--- config.mk ---
export PLATFORM = sky130hd
export DESIGN_NAME = spi_register_controller
export DESIGN_NICKNAME = d
export VERILOG_FILES = /design/src/rtl/spi_register_controller.sv
export SDC_FILE = /design/constraint.sdc
export NUM_CORES = 1
export LEC_CHECK = 0
export ABC_AREA = 1
export CAP_MARGIN = 30
export CORE_MARGIN = 5
export CORE_UTILIZATION = 48
export DETAILED_ROUTE_END_ITERATION = 7
export PLACE_DENSITY_LB_ADDON = 0.12
export REMOVE_ABC_BUFFERS = 1
export SYNTH_ARGS = -nofsm -noshare
export SYNTH_HDL_FRONTEND = slang
export SYNTH_SLANG_ARGS = --single-unit
export TNS_END_PERCENT = 1
--- constraint.sdc ---
create_clock -name clk -period 1.3 [get_ports clk]
set_input_delay 0.26 -clock clk [delete_from_list [all_inputs] [get_ports clk]]
set_output_delay 0.26 -clock clk [all_outputs]
set_load 0.05 [all_outputs]
--- src/rtl/spi_register_controller.sv ---
`default_nettype none
// ============================================================================
// Module      : spi_register_controller
// Description : SPI mode-0 slave front end. Frames bytes from pre-synchronized
//               SPI lines, decodes a command byte (bit 7 = write, bits 6:0 =
//               start address) and sequences register-bus write strobes or
//               read requests with address auto-increment. Read data is
//               shifted back out MSB-first on sdo.
// Ports       : clk, reset      - system clock, synchronous active-high reset
//               sck, sdi, cs_n  - SPI lines, already synchronized to clk
//               sdo             - SPI data out (0 unless in a read phase)
//               reg_addr        - register bus address
//               reg_wdata       - register bus write data
//               reg_we, reg_re  - single-cycle write strobe / read request
//               reg_rdata       - read data, valid one clk after reg_re
//               busy            - frame in progress
// Revision    : 1.0 - initial release
// ============================================================================
module spi_register_controller #(
    parameter int ADDR_WIDTH = 7,
    parameter int DATA_WIDTH = 8
) (
    input  logic                  clk,
    input  logic                  reset,
    input  logic                  sck,
    input  logic                  sdi,
    input  logic                  cs_n,
    output logic                  sdo,
    output logic [ADDR_WIDTH-1:0] reg_addr,
    output logic [DATA_WIDTH-1:0] reg_wdata,
    output logic                  reg_we,
    output logic                  reg_re,
    input  logic [DATA_WIDTH-1:0] reg_rdata,
    output logic                  busy
);

    typedef enum logic [1:0] {
        ST_IDLE       = 2'd0,
        ST_CMD        = 2'd1,
        ST_WRITE_DATA = 2'd2,
        ST_READ_DATA  = 2'd3
    } state_t;

    state_t                state_q, state_d;
    logic [2:0]            cnt_q, cnt_d;
    logic [DATA_WIDTH-1:0] rx_q, rx_d;
    logic [DATA_WIDTH-1:0] tx_q, tx_d;
    logic [ADDR_WIDTH-1:0] addr_q, addr_d;
    logic [DATA_WIDTH-1:0] wdata_q, wdata_d;
    logic                  we_q, we_d;
    logic                  re_q, re_d;
    logic                  load_q, load_d;   // reg_rdata is valid this cycle
    logic                  busy_q, busy_d;
    logic                  sck_prev_q, sck_prev_d;

    logic                  w_rise;
    logic                  w_fall;
    logic [DATA_WIDTH-1:0] w_byte;           // rx contents including this bit

    assign w_rise = sck & ~sck_prev_q;
    assign w_fall = ~sck & sck_prev_q;
    assign w_byte = {rx_q[DATA_WIDTH-2:0], sdi};

    always_comb begin
        state_d    = state_q;
        cnt_d      = cnt_q;
        rx_d       = rx_q;
        tx_d       = tx_q;
        addr_d     = addr_q;
        wdata_d    = wdata_q;
        we_d       = 1'b0;
        re_d       = 1'b0;
        load_d     = re_q;
        sck_prev_d = sck;

        // Post-increment follows the write strobe by one cycle; a strobe
        // that was already issued still completes if the frame just ended.
        if (we_q) begin
            addr_d = addr_q + ADDR_WIDTH'(1);
        end

        case (state_q)
            ST_IDLE: begin
                cnt_d = 3'd0;
                rx_d  = '0;
                // An sck rise coincident with cs_n falling is not counted.
                if (!cs_n) begin
                    state_d = ST_CMD;
                end
            end
            default: begin
                if (cs_n) begin
                    // Frame aborted: partial byte dropped, no new strobe.
                    state_d = ST_IDLE;
                    cnt_d   = 3'd0;
                    rx_d    = '0;
                end else begin
                    if (state_q == ST_READ_DATA) begin
                        if (load_q) begin
                            tx_d = reg_rdata;
                        end else if (w_fall && (cnt_q != 3'd0)) begin
                            // The fall right after a byte boundary must not
                            // shift, so the next byte's MSB stays on sdo.
                            tx_d = {tx_q[DATA_WIDTH-2:0], 1'b0};
                        end
                    end
                    if (w_rise) begin
                        rx_d  = w_byte;
                        cnt_d = cnt_q + 3'd1;
                        if (cnt_q == 3'd7) begin
                            case (state_q)
                                ST_CMD: begin
                                    addr_d = w_byte[ADDR_WIDTH-1:0];
                                    if (w_byte[DATA_WIDTH-1]) begin
                                        state_d = ST_WRITE_DATA;
                                    end else begin
                                        state_d = ST_READ_DATA;
                                        re_d    = 1'b1;
                                    end
                                end
                                ST_WRITE_DATA: begin
                                    wdata_d = w_byte;
                                    we_d    = 1'b1;
                                end
                                ST_READ_DATA: begin
                                    // Prefetch the next address; its data is
                                    // simply unused if the frame ends here.
                                    addr_d = addr_q + ADDR_WIDTH'(1);
                                    re_d   = 1'b1;
                                end
                                default: begin
                                end
                            endcase
                        end
                    end
                end
            end
        endcase

        busy_d = (state_d != ST_IDLE);
    end

    always_ff @(posedge clk) begin
        if (reset) begin
            state_q    <= ST_IDLE;
            cnt_q      <= 3'd0;
            rx_q       <= '0;
            tx_q       <= '0;
            addr_q     <= '0;
            wdata_q    <= '0;
            we_q       <= 1'b0;
            re_q       <= 1'b0;
            load_q     <= 1'b0;
            busy_q     <= 1'b0;
            sck_prev_q <= 1'b0;
        end else begin
            state_q    <= state_d;
            cnt_q      <= cnt_d;
            rx_q       <= rx_d;
            tx_q       <= tx_d;
            addr_q     <= addr_d;
            wdata_q    <= wdata_d;
            we_q       <= we_d;
            re_q       <= re_d;
            load_q     <= load_d;
            busy_q     <= busy_d;
            sck_prev_q <= sck_prev_d;
        end
    end

    assign sdo       = (state_q == ST_READ_DATA) ? tx_q[DATA_WIDTH-1] : 1'b0;
    assign reg_addr  = addr_q;
    assign reg_wdata = wdata_q;
    assign reg_we    = we_q;
    assign reg_re    = re_q;
    assign busy      = busy_q;

endmodule
`default_nettype wire

Word level (Yosys, flattened, before mapping)
Index checks and enable logic that the tools add are counted.
Widths: inputs -> output; s select.

word-level totals
  register bits = 40
  word-level logic and storage cells = 53
  input port bits = 13
  latch bits = 0
  RAM bits = 0
  output and inout bits = 19
  memories = 0
  ROM bits = 0

cells by class
  reduce and logical (&&, ||, !) cells = 9
  add/sub/neg operators = 2
  div/mod/pow operators = 0
  eq/ne operators = 4
  multipliers = 0
  $lt $le $gt $ge = 0
  muxes and demuxes = 19
  shift-type cells = 0
  bitwise logic cells = 8

operators with widths
  operator             number
  $mux 7               5
  $mux 8               2
  $pmux 7 s2           1
  $mux 2               6
  $add 7x1->7 const B  1
  $not 1->1            6
  $reduce_and 5->1     1
  $reduce_or 5->1      1
  $eq 2x2->1 const B   2
  $mux 1               4
  $reduce_and 4->1     1
  $reduce_bool 2->1    2
  $add 3x1->3 const B  1
  $eq 3x3->1 const B   1
  $reduce_bool 3->1    1
  $reduce_or 3->1      1
  $and 1x1->1          2
  $eq 2x1->1 const B   1
  $logic_not 2->1      1
  $pmux 1 s2           1
  $logic_and 1x1->1    1

Depth between registers and ports, before layout
Gate-level depths: netlist of run 1.

  word-level depth = 7
  gate-level depth with buffers = 11
  depth with buffers taken out = 10

Least setup slack after synthesis of run 1
OpenSTA, ideal clock, no wires.

  path kind = reg-to-reg
  start point = register addr_q[0] (netlist: reg_addr[0])
  end point = register addr_q[4] (netlist: reg_addr[4])
  slack = -0.482 ns
  stages on the path, launching flop included = 11
  arrival time = 1.673 ns
  library setup time = 0.109 ns
  period minus slack after synthesis = 1.782 ns
  required time = 1.191 ns
  cells stage by stage = dfxtp_1 > ha_1 > nand2_1 > nor2_1 > nand2_1 > nand3_1 > nand2_1 > o21ai_0 > inv_1 > nand2_1 > inv_1

between the ends
  cells in the longest elaborated chain, start to end = 7

RTL lines
  item                      line     RTL
  start: declaration        48       logic [ADDR_WIDTH-1:0] addr_q, addr_d;
  start signal: assignment  161      addr_q <= addr_d;
  $add 7x1->7 *             79, 128
  $mux 7                    78       if (we_q) begin
  $pmux 7 s2                111      case (state_q)
  $mux 7                    110      if (cnt_q == 3'd7) begin
  $mux 7                    107      if (w_rise) begin
  $mux 7                    92       if (cs_n) begin
  $mux 7 *                  82       case (state_q)

Every way passes the cells marked *; elsewhere a longest branch is shown, timed or not.
A chain may end at the register's enable or synchronous reset.

Worst setup path in the final report of run 1
  start point = register cnt_q[0]
  end point = register wdata_q[6] (netlist: reg_wdata[6])

between the ends
  cells in the longest elaborated chain, start to end = 2

RTL lines
  item                               line  RTL
  start: declaration                 45    logic [2:0] cnt_q, cnt_d;
  start signal: assignment           158   cnt_q <= cnt_d;
  $eq 3x3->1                         110
  $reduce_and 5->1 (no source line)  -
  end signal: assignment             162   wdata_q <= wdata_d;
  end: declaration                   49    logic [DATA_WIDTH-1:0] wdata_q, wdata_d;

No other way between the ends.

==> results of run 1 <==
-- flip-flops by register name, summed over array words and instances, names as in the netlist --
name,cells
sck_prev_q,1
busy,1
reg_addr,7
reg_we,1
cnt_q,3
reg_wdata,8
state_q,2
rx_q,7
reg_re,1
load_q,1
tx_q,8
-- cell type report --
cell class	count	area, um^2
multi-input combinational	212	1070
clock inverter	2	13.76
inverter	30	113.9
tap	50	62.56
fill	325	1085
clock buffer	6	82.58
timing repair buffer	63	764.5
sequential	40	808.3
-- kinds of logic after synthesis --
family                     Yosys count
AOI/OAI and AO/OA                   47
xor gates and xnor gates             1
adders and majority gates            4
buffers and inverters               39
DFF                                 40
muxes                                7
and+or+nand+nor                    153
-- per-layer routing --
metal,part of all wire,GRT usage,vias to the layer above
li1,-,-,1049
met1,0.45,0.2517,884
met2,0.48,0.3159,46
met3,0.044,0.05000,11
met4,0.024,0.08893,0
met5,0,0,-
-- synth_stat cells --
master	number	area share
nand2_1	87	0.16
nor2_1	41	0.078
dfxtp_1	40	0.40
inv_1	25	0.047
a21oi_1	21	0.053
nand3_1	17	0.043
o21ai_0	17	0.043
mux2i_1	7	0.035
ha_1	4	0.025
inv_2	4	0.0076
nand2_2	4	0.013
o21bai_1	4	0.015
nor2_4	3	0.017
buf_1	2	0.0038
buf_2	2	0.0050
buf_6	2	0.011
clkbuf_1	2	0.0038
a211oi_1	1	0.0038
a21oi_2	1	0.0044
a31oi_1	1	0.0032
buf_4	1	0.0038
clkinv_2	1	0.0025
nor2_2	1	0.0032
o211ai_1	1	0.0038
o22ai_1	1	0.0032
xor2_1	1	0.0044
-- power by group through the flow --
stage	Clock (mW)	Sequential, mW	Combinational, mW
final	0.896	1.25	0.217
after floorplan	0	1.30	0.0676
after detailed placement	0	1.28	0.213
after global routing	0.969	1.25	0.237
after CTS	0.922	1.25	0.216
after global placement	0	1.28	0.211
-- tightest hold or removal path, delay by kind of cell (launching register included) --
family | cells | cell delay (ps)
AND/OR/NAND/NOR | 1 | 30
buffers and inverters | 1 | 60
flip-flops | 1 | 350
-- metrics by stage --
stage               setup WS, ps  cell area [um^2]  cells  TNS [ps]  hold slack [ps]
CTS                       -147.1              2875    401     -2138            472.0
finish                    -134.1              2915    403     -2156            460.6
floorplan                 -496.6              1931    282     -3818            329.1
global placement          -326.1              2711    392     -7954            461.2
global route              -272.1              2915    403     -5199            500.5
detailed placement        -349.2              2711    392     -8393            466.6
-- worst min-delay path by stage --
stage          startpoint           to
2_1_floorplan       reset  reg_addr[0]
3_3_place_gp      tx_q[1]      tx_q[1]
3_5_place_dp       reg_re       load_q
4_1_cts            reg_re       load_q
5_1_grt            reg_re       load_q
6_report           reg_re       load_q
-- timing repair --
item | 4_1_cts | 5_1_grt
buffers inserted | 1 | 1
cloned | 0 | 1
pin swaps | 1 | 2
setup endpoints to repair | 28 | 28
gates resized for setup | 21 | 11
==> results.cfg, run 1 <==
[clocking]
cts-hold-fix-buffers = 0
tritoncts_buffer_count = 5
cts-root-to-sink-buffers = 2
clock_tree.root_cell = clkbuf_8
clk-insertion-delay-late_ps = 300
clock_tree_from_tritoncts = yes
cts_htree_levels = 2
numClockSinks = 40
clk_transition_reported_paths_ps = 80

[setup_path]
ff2ff_setup_slack_ps = -130
critical_path_peak_fanout = 6
cell_class_contributing_the_biggest_share_of_worst_path_delay = simple AND/OR/NAND/NOR gates
cp.arrival_ps = 1620
cpMaxStageDelayCell = dfxtp_2
critical_path.startpoint = cnt_q[0]
max_stage_delay_ps = 340
worstPathCellList = ha_2 > ha_4 > inv_2 > nor2_4 > nand2_2 > nor2_4 > inv_2 > nor2_2 > nor2_1
worst_setup_path_start_kind = flop
critical_path.endpoint_type = flop
critical_path_cell_count = 9
crit_type = flop to flop
critPathBufInv = 2
critPathRequiredTime_ps = 1490
critical_path_endpoint = reg_wdata[6]
critical_path.reg2reg.startpoint = cnt_q[0]
timing.rr.end = reg_wdata[6]
reg2reg_depth = 9

[floorplanning]
die_area_um2 = 5523
die_width_um = 74.32
floorplan.rows = 23
floorplan.core_area_um2 = 4000
io_pins = 32
start_util = 0.4964
floorplan.die.height_um = 74.32

[synthesis]
synth.distinct_cells = 26
synth.yosys.warnings = 0
synth.cell_area_um2 = 1986
synthXorXnorAreaFrac = 0.004411
synth_simple_gate_area_frac = 0.3176
synth_top_family_by_area = simple AND/OR/NAND/NOR gates
ys_seq_area_frac = 0.4033
yosys_register_bits = 40
compound_gate_fraction_of_synth_area = 0.1292
syn_inst = 291
synthesis.area_per_instance_um2 = 6.824
muxShareOfSynthArea = 0.03529
post_synth_fa_ha_maj_area_fraction = 0.02520

[layout]
antenna-diode-count = 0
nets = 369
layout_commonest_cell = nand2_1
utilization = 0.7288
post_route_cells_drive_above_1_share = 0.2663
areaGrowthSynthToFinish_pct = 46.82
layout_common_cells = 86 x nand2_1, 34 x dfxtp_1, 33 x nor2_1, 28 x buf_4, 23 x inv_1

[sta]
final_critical_path_setup_slack_ps = -134.1
maxSlewViolCount = 0
fmax_ghz = 0.6973
finalClockSkew_ps = 7.018
max-slew-margin-rel = 0.8413
setup_violations = 24
timing.final.crit_share = 1.103
worst_slew_pin_slew_ps = 237.1
grt_setup_unrepaired = yes
fin_crit_ps = 1434
finalHoldViolCount = 0

[status]
run_status = finished, violations left
violations = setup timing

[detailed_routing]
route.detailed.wl_per_inst_um = 12.09
dr.pass1.iters = 4
drc = 0
finalWirelength_um = 4871
number_of_nets_with_antenna_violations_after_routing = 0
via_per_inst = 4.938
dr.first_iter.drc_count = 163
route.vias.total = 1990

[pwr]
post-layout-total-power_mw = 2.363
seqPwrFrac = 0.529
irDropWorstVdd_mv = 0.6605
p_switching_mw = 0.5834
sw_frac_of_total = 0.2469
clock_power_share = 0.379
power.share.combinational = 0.092
power-per-cell-area_nw_per_um2 = 810.5
static_leakage_nw = 1.218
intPower_mw = 1.779

[global_route]
grt_max_degree = 17
grt_first_pass_wirelength_um = 8369
grt.total_usage = 0.1975
globalRouteOverflowTotal = 0
antenna_violations_before_repair = 0
grt_pass1_vias = 1892

[place]
port_buffers = 31
finalWeightedCongestion = 0.8593
place_hpwl_um = 3563

[worst_hold_path]
hold_depth = 2
timing.hold.worst.class = flop to flop

[flow_run]
maxCapViolCount = 0
Note: power is estimated with default switching activity, not from simulation.
==> run 2: changes to the inputs <==
--- a/config.mk
+++ b/config.mk
@@ -7,7 +7,6 @@
 export LEC_CHECK = 0
 export ABC_AREA = 1
 export CAP_MARGIN = 30
-export CORE_MARGIN = 5
 export CORE_UTILIZATION = 48
 export DETAILED_ROUTE_END_ITERATION = 7
 export PLACE_DENSITY_LB_ADDON = 0.12
==> run 2 against run 1 <==
Compared with the run above: the run still ends with setup timing left; sequential share of layout area shrank 0.78 points; count of clock-buffer cells in the layout grew 1; setup slack gained 5.1 ps; critical endpoint is now tx_q[7]; highest routed layer unchanged.
==> results.cfg, run 2 (same netlist as run 1, synthesis figures left out) <==
[clocking]
cts_htree_levels = 2
tritoncts_buffer_count = 5
clk_transition_reported_paths_ps = 80
cts-root-to-sink-buffers = 2
clock_tree.root_cell = clkbuf_8
clock_tree_from_tritoncts = yes
numClockSinks = 40
clk-insertion-delay-late_ps = 300
cts-hold-fix-buffers = 0

[layout]
nets = 370
layout_common_cells = 79 x nand2_1, 34 x dfxtp_1, 33 x nor2_1, 28 x buf_4
layout_commonest_cell = nand2_1
post_route_cells_drive_above_1_share = 0.2966
fin_area_um2 = 3028
utilization = 0.7624
final_cell_count_no_fill = 404
areaGrowthSynthToFinish_pct = 52.49
antenna-diode-count = 0

[worst_hold_path]
timing.hold.worst.class = input pin to flop

[detailed_routing]
dr.first_iter.drc_count = 71
drc = 0
route.detailed.wl_per_inst_um = 12.20
via_per_inst = 4.990
dr.pass1.iters = 4
finalWirelength_um = 4928
route.vias.total = 2016
number_of_nets_with_antenna_violations_after_routing = 0

[setup_path]
worstPathCellList = inv_4 > ha_4 > inv_2 > o211ai_1 > nand2_1 > nand2_2 > nor2_4 > buf_12 > nand2_4 > nand2_2 > nor2_2
critical_path_peak_fanout = 8
critPathMostFrequentCell = nand2_2
critical_path.endpoint_type = flop
crit_type = flop to flop
cp.arrival_ps = 1630
max_stage_delay_ps = 380
cpMaxStageDelayCell = dfxtp_4
worst_setup_path_start_kind = flop
critPathRequiredTime_ps = 1500

[floorplanning]
floorplan.die.height_um = 66.32
die_width_um = 66.32
floorplan.rows = 23
die_area_um2 = 4398
floorplan.core_area_um2 = 3971
start_util = 0.5000
io_pins = 32

[sta]
fin_crit_ps = 1429
finalClockSkew_ps = 6.755
timing.final.crit_share = 1.099
maxSlewViolCount = 0
max-slew-margin-rel = 0.8133
worst_slew_pin_slew_ps = 272.2
setup_violations = 18
finalHoldViolCount = 0
grt_setup_unrepaired = yes
fmax_ghz = 0.6998
final_critical_path_setup_slack_ps = -128.9

[global_route]
grt_first_pass_wirelength_um = 7583
grt_pass1_vias = 1693
grt.total_usage = 0.2280
globalRouteOverflowTotal = 0
grt_max_degree = 17
antenna_violations_before_repair = 0

[place]
place_hpwl_um = 3543
finalWeightedCongestion = 0.8184
dpl.cell_count = 394
dpl_worst_slack_ps = -368.8
port_buffers = 31
place_area_um2 = 2739

[pwr]
irDropWorstVdd_mv = 0.9265
power-per-cell-area_nw_per_um2 = 770.9
static_leakage_nw = 1.279

[status]
violations = setup timing
run_status = finished, violations left

[flow_run]
maxCapViolCount = 0
==> run 2: cell types whose count changed in the layout (fill, tap and decap cells not counted), moves of 3 or more <==
cell / change
dfxtp_2: -3
nand2_4: +5
inv_1: -4
nand2_1: -7
dfxtp_4: +3
==> run 2: cell type report <==
type                    instances  area, um^2
flip-flops and latches         40       815.8
clock inverters                 1       7.507
inverters                      30       118.9
multi-input cells             212        1136
repair buffers                 64       800.8
fillers                       282       943.4
clock buffers                   7       86.33
well taps                      50       62.56
==> run 2: per-layer routing <==
layer / up-vias / global-route usage / wire length [um]
li1: 1048 / - / -
met1: 918 / 0.2818 / 2219
met2: 40 / 0.3801 / 2442
met3: 10 / 0.05345 / 173
met4: 0 / 0.08777 / 93
met5: - / 0 / 0
==> run 2: where the power goes <==
part | switching (mW) | total [mW] | leakage, nW | internal (mW)
registers | 0.0147 | 1.24 | 0.327 | 1.23
logic | 0.113 | 0.226 | 0.908 | 0.113
clock network | 0.432 | 0.863 | 0.0445 | 0.431
==> run 2: repair_timing <==
item | 4_1_cts | 5_1_grt
buffers inserted | 1 | 0
pin swaps | 1 | 9
gates resized for setup | 20 | 34
setup endpoints to repair | 25 | 27
gates cloned | 0 | 1
==> run 2: metrics by stage <==
stage | hold slack (ps) | TNS [ps] | power (mW)
floorplan | 329.1 | -3818 | 1.363
global placement | 457.1 | -8078 | 1.490
detailed placement | 461.0 | -8497 | 1.494
CTS | 477.8 | -1804 | 2.342
global route | 252.4 | -3620 | 2.423
finish | 226.2 | -1634 | 2.334
==> run 2: critical path: cells and delay by family, from the launching register on <==
| family | cells | cell delay (ps) |
|---|---|---|
| compound gates | 1 | 110 |
| simple gates | 6 | 470 |
| fa+ha+maj | 1 | 140 |
| flops | 1 | 380 |
| buf+inv | 3 | 220 |
==> run 2: path summary, 6_finish.rpt <==
check	startpoint	endpoint	slack [ps]	cells past startpoint
max reg2reg	cnt_q[0]	tx_q[7]	-130	11
min	sck	sck_prev_q	230	3
max	cnt_q[0]	tx_q[7]	-130	11
min reg2reg	reg_re	load_q	470	2
==> run 3: changes to the inputs <==
--- a/config.mk
+++ b/config.mk
@@ -11,6 +11,7 @@
 export DETAILED_ROUTE_END_ITERATION = 7
 export PLACE_DENSITY_LB_ADDON = 0.12
 export REMOVE_ABC_BUFFERS = 1
+export SKIP_CTS_REPAIR_TIMING = 1
 export SYNTH_ARGS = -nofsm -noshare
 export SYNTH_HDL_FRONTEND = slang
 export SYNTH_SLANG_ARGS = --single-unit
==> run 3 against run 2 <==
Compared with the run above: the flow still finishes with violations (setup timing); cell area barely moved; utilization barely moved; critical path type unchanged; setup slack got worse by 11 ps; fmax fell by 0.77%; routed wire length rose by 1.4%; sequential power barely moved; flip-flop and latch count did not move; combinational power barely moved; total power barely moved; register-to-register slack barely moved.
==> results.cfg, run 3 (same netlist as run 1, synthesis figures left out) <==
[setup_path]
crit_type = flop to flop
critical_path.reg2reg.startpoint = cnt_q[0]
critical_path_peak_fanout = 8
worstPathCellList = inv_4 > ha_4 > inv_2 > o211ai_1 > nand2_1 > nand2_2 > nor2_4 > buf_12 > nand2_1 > nand2_1 > nor2_1
cp.arrival_ps = 1640
critPathBufInv = 3
worst_setup_path_start_kind = flop
max_stage_delay_ps = 380
reg2reg_depth = 11
critPathMostFrequentCell = nand2_1
cpMaxStageDelayCell = dfxtp_4
critical_path.startpoint = cnt_q[0]
cell_class_contributing_the_biggest_share_of_worst_path_delay = simple AND/OR/NAND/NOR gates
critical_path_cell_count = 11
critical_path.endpoint_type = flop
critPathRequiredTime_ps = 1500

[sta]
max-slew-margin-rel = 0.8211
final_critical_path_setup_slack_ps = -140.0
finalHoldViolCount = 0
fin_setup_tns_ps = -1722
setup_violations = 19
fin_crit_ps = 1440
worst_slew_pin_slew_ps = 260.9
maxSlewViolCount = 0
holdWs_ps = 224.8
timing.final.crit_share = 1.108
fmax_ghz = 0.6945
grt_setup_unrepaired = yes
finalClockSkew_ps = 8.065

[pwr]
static_leakage_nw = 1.245
irDropWorstVdd_mv = 0.9612
seqPwrFrac = 0.533
clock_power_share = 0.370
power-per-cell-area_nw_per_um2 = 771.2
sw_frac_of_total = 0.2394
power.share.combinational = 0.097
p_switching_mw = 0.5587
intPower_mw = 1.775

[floorplanning]
die_area_um2 = 4398
floorplan.rows = 23
floorplan.die.height_um = 66.32
start_util = 0.5000
io_pins = 32
floorplan.core_area_um2 = 3971
die_width_um = 66.32

[place]
port_buffers = 31
place_area_um2 = 2739
finalWeightedCongestion = 0.8184
dpl_worst_slack_ps = -368.8
place_hpwl_um = 3543

[clocking]
cts-root-to-sink-buffers = 2
clock_tree_from_tritoncts = yes
clk-insertion-delay-late_ps = 300
numClockSinks = 40
clock_tree.root_cell = clkbuf_8
tritoncts_buffer_count = 5
clk_transition_reported_paths_ps = 80
cts_htree_levels = 2

[layout]
nets = 372
fin_area_um2 = 3027
layout_commonest_cell = nand2_1
area_taken_by_flip_flops_and_latches_um2 = 814.5
areaGrowthSynthToFinish_pct = 52.43
layout_common_cells = 83 x nand2_1, 33 x dfxtp_1, 30 x nor2_1, 30 x buf_4
antenna-diode-count = 0
post_route_cells_drive_above_1_share = 0.3006
multi_input_comb_area_um2 = 1124
fillers = 277

[detailed_routing]
drc = 0
drt-met1-wl_um = 2217
dr.pass1.iters = 5
number_of_nets_with_antenna_violations_after_routing = 0
finalWirelength_um = 4997
route.detailed.wl_per_inst_um = 12.31
met2RoutedLength_um = 2544
dr.first_iter.drc_count = 101
met3_wirelength_um = 173
via_per_inst = 4.985
top_layer_used = met4
route.vias.total = 2024

[global_route]
grt.total_usage = 0.2208
grt_max_degree = 17
antenna_violations_before_repair = 0
grt_first_pass_wirelength_um = 7334
globalRouteOverflowTotal = 0
grt_pass1_vias = 1645

[worst_hold_path]
timing.hold.worst.class = input pin to flop
hold_depth = 3
timing.hold.worst.start = sck

[flow_run]
maxCapViolCount = 0

[status]
violations = setup timing
run_status = finished, violations left
-- run 3: worst register-to-register path, delay by kind of cell (launching register included) --
| kind | cells | cell delay [ps] |
|---|---|---|
| AOI/OAI and AO/OA | 1 | 110 |
| adders and majority gates | 1 | 150 |
| buffers and inverters | 3 | 210 |
| DFF | 1 | 380 |
| and+or+nand+nor | 6 | 480 |
-- run 3: path summary, 6_finish.rpt --
kind | endpoint | slack, ps
setup / recovery | tx_q[1] | -140
hold / removal | sck_prev_q | 220
setup reg to reg | tx_q[1] | -140
hold reg to reg | load_q | 470
-- run 3: metrics by stage --
step,utilization,std cells,total power [mW]
floorplan,-,282,1.363
global placement,0.6897,394,1.490
detailed placement,0.6897,394,1.494
CTS,0.7133,402,2.340
global route,0.7621,406,2.419
finish,0.7621,406,2.334
-- run 3: routing by layer --
metal	track usage	up-vias
met1	0.2734	930
li1	-	1051
met2	0.3737	37
met5	0	-
met3	0.05172	6
met4	0.07181	0
-- run 3: layout make-up --
cell class              instances  share of cell area
multi-input cells             212              0.3712
repair buffers                 66              0.2695
flip-flops and latches         40              0.2691
inverters                      30             0.03845
clock buffers                   7             0.02852
well taps                      50             0.02067
clock inverters                 1            0.002480
-- run 3: power groups by stage --
| stage | Clock, mW | Combinational (mW) | Sequential, mW |
|---|---|---|---|
| 2_1_floorplan | 0 | 0.0676 | 1.30 |
| 3_3_place_gp | 0 | 0.214 | 1.28 |
| 3_5_place_dp | 0 | 0.218 | 1.28 |
| 4_1_cts | 0.874 | 0.219 | 1.25 |
| 5_1_grt | 0.930 | 0.243 | 1.25 |
| 6_report | 0.863 | 0.226 | 1.25 |
